### src/rtl/rfphoenix_pfx_merge.sv
// rfphoenix_pfx_merge: per-thread prefix merger between fetch and decode.
// Each thread keeps one held instruction (H) waiting for a possible PFX
// postfix, and one merged output slot (O). A PFX fuses its 24-bit payload
// into the held instruction. An orphan PFX with nothing held becomes a
// faulting NOP. A held instruction with no follow-up is released after
// HOLD_MAX idle cycles. Output slots drain to decode through a round-robin
// arbiter whose grant stays put while decode stalls.
module rfphoenix_pfx_merge #(
  parameter int NTHREADS = 6,
  parameter int HOLD_MAX = 8
) (
  input  logic                clk,
  input  logic                rst,
  input  logic                in_v,
  input  logic [3:0]          in_thread,
  input  logic [31:0]         in_ip,
  input  logic [39:0]         in_insn,
  input  logic [11:0]         in_cause,
  input  logic [2:0]          in_sp_sel,
  output logic                in_rdy,
  input  logic [NTHREADS-1:0] flush,
  output logic                out_v,
  output logic [3:0]          out_thread,
  output logic [111:0]        out_ifb,
  input  logic                out_rdy
);

  localparam int          CW       = $clog2(HOLD_MAX) + 1;
  localparam logic [39:0] NOP_INSN = 40'h00_0000_003F;
  localparam logic [11:0] FLT_PFX  = 12'h0C8;

  // Per-thread state flattened to 16 entries (the full in_thread range);
  // entries at or above NTHREADS are tied off so out-of-range ids are inert.
  logic [15:0]  o_v_vec;
  logic [110:0] o_dat [16];
  logic [15:0]  flush16;
  logic [15:0]  elig;

  logic         in_acc;
  logic         in_pfx;
  logic         xfer;
  logic         grant_found;
  logic [3:0]   grant_idx;
  logic [4:0]   cand_sum;
  logic [3:0]   p_reg;
  logic [3:0]   p_next;
  logic         lock_v_reg;
  logic [3:0]   lock_thr_reg;

  // Widen flush to the 16-entry view used by the arbiter.
  always_comb begin
    flush16 = '0;
    flush16[NTHREADS-1:0] = flush;
  end

  // Readiness depends only on the thread's registered output slot.
  assign in_rdy = ({28'd0, in_thread} < 32'(NTHREADS)) && !o_v_vec[in_thread];
  assign in_acc = in_v && in_rdy;
  assign in_pfx = (in_insn[5:0] == 6'h01);
  assign xfer   = out_v && out_rdy;

  for (genvar gi = 0; gi < 16; gi++) begin : g_thr
    if (gi < NTHREADS) begin : g_live
      // h_dat_reg = {ip[31:0], insn[39:0], cause[11:0], sp_sel[2:0]}
      logic          h_v_reg;
      logic [86:0]   h_dat_reg;
      logic          o_v_reg;
      logic [110:0]  o_dat_reg;
      logic [CW-1:0] c_reg;
      logic          acc;

      assign acc = in_acc && (in_thread == 4'(gi));

      // Hold/output/idle-counter update; flush wins over everything else.
      always_ff @(posedge clk) begin
        if (rst || flush[gi]) begin
          h_v_reg <= 1'b0;
          o_v_reg <= 1'b0;
          c_reg   <= '0;
        end else begin
          if (xfer && (grant_idx == 4'(gi)))
            o_v_reg <= 1'b0;
          if (acc) begin
            c_reg <= '0;
            if (!in_pfx) begin
              // Held instruction leaves unprefixed; newcomer takes its place.
              if (h_v_reg) begin
                o_v_reg   <= 1'b1;
                o_dat_reg <= {h_dat_reg[86:15], 24'd0, h_dat_reg[14:0]};
              end
              h_v_reg   <= 1'b1;
              h_dat_reg <= {in_ip, in_insn, in_cause, in_sp_sel};
            end else begin
              o_v_reg <= 1'b1;
              h_v_reg <= 1'b0;
              if (h_v_reg)
                o_dat_reg <= {h_dat_reg[86:15], in_insn[23:0], h_dat_reg[14:0]};
              else
                o_dat_reg <= {in_ip, NOP_INSN, in_insn[23:0], FLT_PFX, in_sp_sel};
            end
          end else if (h_v_reg) begin
            if ((c_reg == CW'(HOLD_MAX)) && !o_v_reg) begin
              o_v_reg   <= 1'b1;
              o_dat_reg <= {h_dat_reg[86:15], 24'd0, h_dat_reg[14:0]};
              h_v_reg   <= 1'b0;
              c_reg     <= '0;
            end else if (c_reg != CW'(HOLD_MAX)) begin
              c_reg <= c_reg + CW'(1);
            end
          end
        end
      end

      assign o_v_vec[gi] = o_v_reg;
      assign o_dat[gi]   = o_dat_reg;
    end else begin : g_tie
      assign o_v_vec[gi] = 1'b0;
      assign o_dat[gi]   = '0;
    end
  end

  // Arbiter: a grant held over a stall keeps priority; otherwise the first
  // eligible thread at or after the pointer (scanned backwards so the
  // smallest offset wins).
  always_comb begin
    elig        = o_v_vec & ~flush16;
    grant_found = 1'b0;
    grant_idx   = '0;
    cand_sum    = '0;
    for (int k = NTHREADS - 1; k >= 0; k--) begin
      cand_sum = {1'b0, p_reg} + 5'(k);
      if (cand_sum >= 5'(NTHREADS))
        cand_sum = cand_sum - 5'(NTHREADS);
      if (elig[cand_sum[3:0]]) begin
        grant_found = 1'b1;
        grant_idx   = cand_sum[3:0];
      end
    end
    if (lock_v_reg && elig[lock_thr_reg]) begin
      grant_found = 1'b1;
      grant_idx   = lock_thr_reg;
    end
  end

  // Pointer advances past the thread that just transferred.
  always_comb begin
    p_next = p_reg;
    if (xfer)
      p_next = (grant_idx == 4'(NTHREADS - 1)) ? 4'd0 : grant_idx + 4'd1;
  end

  // Round-robin pointer and stall lock registers.
  always_ff @(posedge clk) begin
    if (rst) begin
      p_reg        <= '0;
      lock_v_reg   <= 1'b0;
      lock_thr_reg <= '0;
    end else begin
      p_reg        <= p_next;
      lock_v_reg   <= out_v && !out_rdy;
      lock_thr_reg <= grant_idx;
    end
  end

  assign out_v      = grant_found;
  assign out_thread = grant_found ? grant_idx : 4'd0;
  assign out_ifb    = grant_found ? {1'b1, o_dat[grant_idx]} : 112'd0;

endmodule

### config.mk
export PLATFORM = sky130hd
export DESIGN_NAME = rfphoenix_pfx_merge
export DESIGN_NICKNAME = d
export VERILOG_FILES = /design/src/rtl/rfphoenix_pfx_merge.sv
export SDC_FILE = /design/constraint.sdc
export NUM_CORES = 1
export LEC_CHECK = 0
export ABC_AREA = 1
export ABC_CLOCK_PERIOD_IN_PS = 25400
export CELL_PAD_IN_SITES_DETAIL_PLACEMENT = 1
export CELL_PAD_IN_SITES_GLOBAL_PLACEMENT = 2
export CORE_MARGIN = 4
export CORE_UTILIZATION = 40
export DETAILED_ROUTE_END_ITERATION = 6
export PLACE_DENSITY = 0.76
export SLEW_MARGIN = 20
export SYNTH_ARGS = -nofsm -noshare
export SYNTH_HDL_FRONTEND = slang
export SYNTH_SLANG_ARGS = --single-unit
### constraint.sdc
create_clock -name clk -period 25.4 [get_ports clk]
set_input_delay 3.81 -clock clk [delete_from_list [all_inputs] [get_ports clk]]
set_output_delay 3.81 -clock clk [all_outputs]
set_load 0.1 [all_outputs]
== Word-level counts from Yosys, hierarchy flattened ==
Cells that the tools add are included.

* Logic and storage cells: 332
* Register bits: 1233
* Output and inout port bits: 118
* Input port bits: 101

* Mux-type cells: 145
* Reductions and logical operators: 87
* Add/subtract/negate cells: 18
* $lt $le $gt $ge: 16
* Eq/ne operators: 23
* Bitwise logic cells: 10

{| class="wikitable"
|+ Operators by type and width
! operator !! number
|-
| 2-to-1 mux 111 bit || 38
|-
| binary-select mux 111 bit (select 4 bit) || 1
|-
| 2-to-1 mux 112 bit || 1
|-
| 2-to-1 mux 4 bit || 27
|-
| 2-to-1 mux 1 bit || 70
|-
| nonzero test 2 bit || 24
|-
| less-than comparator 4 x 5 -> 1 bit, second input constant || 8
|-
| binary-select mux 1 bit (select 4 bit) || 8
|-
| adder 4 x 1 -> 4 bit, second input constant || 7
|-
| greater-or-equal comparator 5 x 3 -> 1 bit, second input constant || 5
|-
| == test 4 bit, second input constant || 6
|-
| inequality test 4 bit, second input constant || 6
|-
| AND reduction 4 bit || 6
|-
| subtractor 4 x 3 -> 4 bit, second input constant || 6
|-
| logical AND 1 bit || 23
|-
| AND reduction 3 bit || 6
|-
| bitwise AND 6 x 16 -> 16 bit || 1
|-
| == test 4 x 2 -> 1 bit, second input constant || 4
|-
| == test 4 x 3 -> 1 bit, second input constant || 4
|-
| inverter 6 -> 16 bit || 1
|-
| AND reduction 2 bit || 6
|-
| OR reduction 2 bit || 6
|-
| adder 4 x 2 -> 5 bit, second input constant || 2
|-
| adder 4 x 3 -> 5 bit, second input constant || 2
|-
| 11 further kinds || 31
|}

== Longest topological paths before layout ==
* Depth after elaboration: 18
* Gate-level depth with buffers: 31
* Depth with buffers taken out: 27

== Worst setup path after synthesis ==
OpenSTA, ideal clock, no wires.

* Kind: input-to-reg
* Start: input in_thread[0]
* End: register g_thr[4].g_live.h_v_reg
* Setup time: 0.123 ns
* Stages: 10
* Required time: 25.277 ns
* Path slack: 10.087 ns
* Data arrival time: 15.189 ns
* Path through: inv_1 nor2_1 a22oi_1 o221ai_1 a221oi_2 nand2_1 inv_2 nand4_1 nor4_1 o21bai_1

* Word-level cells in the longest chain between the ends: 7

{| class="wikitable"
|+ RTL lines
! what !! line !! RTL
|-
| start, declared || 15 || <nowiki>input logic [3:0] in_thread,</nowiki>
|-
| binary-select mux 1 bit (select 4 bit) || 57 || <nowiki>assign in_rdy = ({28'd0, in_thread} < 32'(NTHREADS)) && !o_v_vec[in_thread];</nowiki>
|-
| 2-to-1 mux 1 bit (not written as such) || 57 ||
|-
| zero test 1 bit || 57 ||
|-
| logical AND 1 bit (*) || 57 ||
|-
| net in_rdy || 20 || <nowiki>output logic in_rdy,</nowiki>
|-
| logical AND 1 bit (*) || 58 || <nowiki>assign in_acc = in_v && in_rdy;</nowiki>
|-
| logical AND 1 bit (*) || 72 || <nowiki>assign acc = in_acc && (in_thread == 4'(gi));</nowiki>
|-
| 2-to-1 mux 1 bit (*) || 83 || <nowiki>if (acc) begin</nowiki>
|-
| end signal, assigned || 77 || <nowiki>h_v_reg <= 1'b0;</nowiki>
|-
| end signal, assigned || 91 || <nowiki>h_v_reg <= 1'b1;</nowiki>
|-
| end signal, assigned || 95 || <nowiki>h_v_reg <= 1'b0;</nowiki>
|-
| end, declared || 65 || <nowiki>logic h_v_reg;</nowiki>
|}

The timed path passes the listed nets; every way through them passes the cells marked *. The select of a mux whose other input is x is not followed.
A chain may end at the register's enable or synchronous reset.

== Worst setup path in the final report ==
* Start: input flush[3]
* End: output out_ifb[97]

* Word-level cells in the longest chain between the ends: 16

{| class="wikitable"
|+ RTL lines
! what !! line !! RTL
|-
| start, declared || 21 || <nowiki>input logic [NTHREADS-1:0] flush,</nowiki>
|-
| inverter 6 -> 16 bit (*) || 126 || <nowiki>elig = o_v_vec & ~flush16;</nowiki>
|-
| bitwise AND 6 x 16 -> 16 bit (*) || 126 ||
|-
| binary-select mux 1 bit (select 4 bit) || 134 || <nowiki>if (elig[cand_sum[3:0]]) begin</nowiki>
|-
| 2-to-1 mux 1 bit (not written as such) || 134 ||
|-
| 2-to-1 mux 4 bit (6 in series) || 134 ||
|-
| 2-to-1 mux 4 bit || 139 || <nowiki>if (lock_v_reg && elig[lock_thr_reg]) begin</nowiki>
|-
| inverter 4 -> 5 bit (not written as such) || 167 || <nowiki>assign out_ifb = grant_found ? {1'b1, o_dat[grant_idx]} : 112'd0;</nowiki>
|-
| binary-select mux 111 bit (select 4 bit) || 167 ||
|-
| 2-to-1 mux 111 bit (not written as such) (2 in series) || 167 ||
|-
| 2-to-1 mux 112 bit (*) || 167 ||
|-
| end, declared || 24 || <nowiki>output logic [111:0] out_ifb,</nowiki>
|}

Every way passes the cells marked *; elsewhere a longest branch is shown, timed or not. The select of a mux whose other input is x is not followed.

==> reports/metrics.cfg <==
[cts]
htree_num_levels = 4
cts_hold_buf = 0
numCtsBuffers = 139
cts.sinks = 1233
clk_pin_slew_ns = 0.05
cts-root-buf = clkbuf_16
cts-resized-gates = 0
tritoncts = built
clock_latency_ns = 0.77
post_cts_buffers = 0
clockBufferDepth = 3

[setup_path]
cp_slowest_cell = clkdlybuf4s50_1
start_kind = input pin
critPathCaptureType = primary output
path_cells = clkdlybuf4s50_1 > nor2_1 > o21ai_0 > nand3_1 > nand2_1 > inv_2 > nand2_2 > nand2_1 > nand2_1 > nor2_1 > a21oi_2 > nand2_8 > nand2_8 > buf_4 > buf_4 > nand2_1 > nand2_1 > nand2_1 > nand2_1 > nand2_1 > nor2_1 > clkdlybuf4s50_1
path_common_cell = nand2_1
path_delay_family = buffers and inverters
required_ns = 21.59
cp_max_fo = 100
path_buf_inv = 5
crit_path_max_incr_delay_ns = 1.20
crit_type = input pin to primary output
arrival_ns = 10.52

[global_route]
grt_remaining_overflow = 0
grt_start_max_net_pins = 118
grtUsageTotal_pct = 24.11
grt_pass1_vias = 38950
antenna_found_initial = 21
grt_pass1_wl_mm = 253.3

[final_layout]
area_growth_pct = 15.14
largest_register_ffs = 666
multiInputGateArea_sq_um = 13690
final.fill_count = 14700
drive_above_1_share_pct = 6.430
stdcell_area_sq_um = 62420
seqCellArea_sq_um = 36580
final_core_util_pct = 46.54
nNetsFinal = 5636

[route]
first_pass_iters = 5
dr.first_iter.drc_count = 2924
drc = 0
drt_wl_total_mm = 170.7
wire_per_inst_microns = 23.09
vias = 37670
via_per_inst = 5.096
drtAntennaViolNets = 0

[place]
place.gp.congestion = 0.8005
placed_cell_area_sq_um = 58020
port-buffer-count = 217
post-dp-hpwl_mm = 92.23
dp_slack_ns = 11.00

[sta]
setup_ws_ns = 11.07
setup_viol = 0
final.setup.tns_ns = 0
fmax_mhz = 69.81
slew_viol_final = 0
fin_skew_ns = 0.02847
rsz0062_at_grt = no
slew_headroom_pct = 21.80
finalCritPeriodShare_pct = 56.40
finalCriticalPeriod_ns = 14.33
hold_violations = 0
worst_pin_slew_ns = 1.173

[synthesis]
async_reset_ff_share_pct = 0
ys.flop_type = edfxtp_1
synth-seq-cells = 1233
synth_area_leaders = edfxtp_1 (66%), nand2_1 (11%), inv_1 (5.1%)
yosys.area.top_type = edfxtp_1
syn_area_per_cell_sq_um = 10.19
synthDominantCellAreaShare_pct = 65.80
synth_common_cells = nand2_1 (1589), edfxtp_1 (1188), inv_1 (732)
yosysWarnings = 0
seq_area_frac_synth_pct = 67.47
yosysMostFrequentCell = nand2_1
syn_area_sq_um = 54210
syn-instance-count = 5320
synth_edf_count = 1188
ys_types = 47

[floorplan]
pin_count = 219
dieWidth_microns = 376.2
die_h_microns = 376.2
die-area_sq_um = 141500
core_area_sq_um = 134100
num_rows = 134
initial_core_util_pct = 40.42

[worst_hold_path]
hold_class = flop to flop

[run_status]
outcome = completed

[flow_run]
drv_cap = 0

[metal layers]
layer	wire length [microns]	part of all wire, %	global-route usage (%)
met1	74500	44	31.73
met5	57	0.033	0
met4	5106	3.0	7.989
met3	9104	5.3	3.904
met2	81930	48	40.83
[through the flow]
stage	hold WS, ns	instances
6_report	0.4851	7392
3_5_place_dp	0.4766	7133
3_3_place_gp	0.4657	7133
4_1_cts	0.4890	7382
2_1_floorplan	0.4498	5351
5_1_grt	0.5028	7389
[cell type report]
type,instances,share of cell area [%]
Clock buffer,182,6.138
Multi-Input combinational cell,3091,21.93
Sequential cell,1233,58.59
Antenna cell,10,0.04009
Clock inverter,67,0.8800
Inverter,758,4.602
Timing Repair Buffer,283,4.273
Tap cell,1768,3.544
[tightest hold or removal path, stage by stage (launching register included)]
cell and delay (ns):
dfxtp_1 0.29, inv_1 0.08, a211oi_1 0.07
[cell usage in the layout, fill, tap and decap left out, types with 66 or more instances in the layout]
cell                n
a21oi_1           142
buf_4              66
clkbuf_16         148
clkdlybuf4s50_1   217
edfxtp_1         1188
inv_1             729
nand2_1          1587
nand3_1           262
nand3b_1          113
nor2_1            531
o21ai_0           141
o21ai_1           106
[final timing paths]
check | from | to | slack, ns | cells after the start
setup reg to reg | p_reg[0]$_SDFFE_PP0N_ | p_reg[2]$_SDFFE_PP0N_ | 19.88 | 20
hold reg to reg | g_thr[5].g_live.c_reg[3]$_SDFFE_PP0P_ | g_thr[5].g_live.c_reg[3]$_SDFFE_PP0P_ | 0.49 | 2
setup / recovery | flush[3] | out_ifb[97] | 11.07 | 22
hold / removal | g_thr[5].g_live.c_reg[3]$_SDFFE_PP0P_ | g_thr[5].g_live.c_reg[3]$_SDFFE_PP0P_ | 0.49 | 2
[kinds of logic (layout without fill, tap and decap cells)]
| logic type | Yosys count | count (layout) | synth area share, % |
|---|---|---|---|
| fa+ha+maj | 29 | 29 | 0.6693 |
| compound gates | 418 | 418 | 4.030 |
| xor+xnor | 9 | 9 | 0.1454 |
| flops | 1233 | 1233 | 67.47 |
| simple gates | 2603 | 2603 | 19.90 |
| other cells | 1 | 42 | 0.006917 |
| buf+inv | 1027 | 1290 | 7.782 |
Power is left out: the tool's default activity adds up to more than one toggle a clock period on the data nets, which glitch-free logic cannot reach.
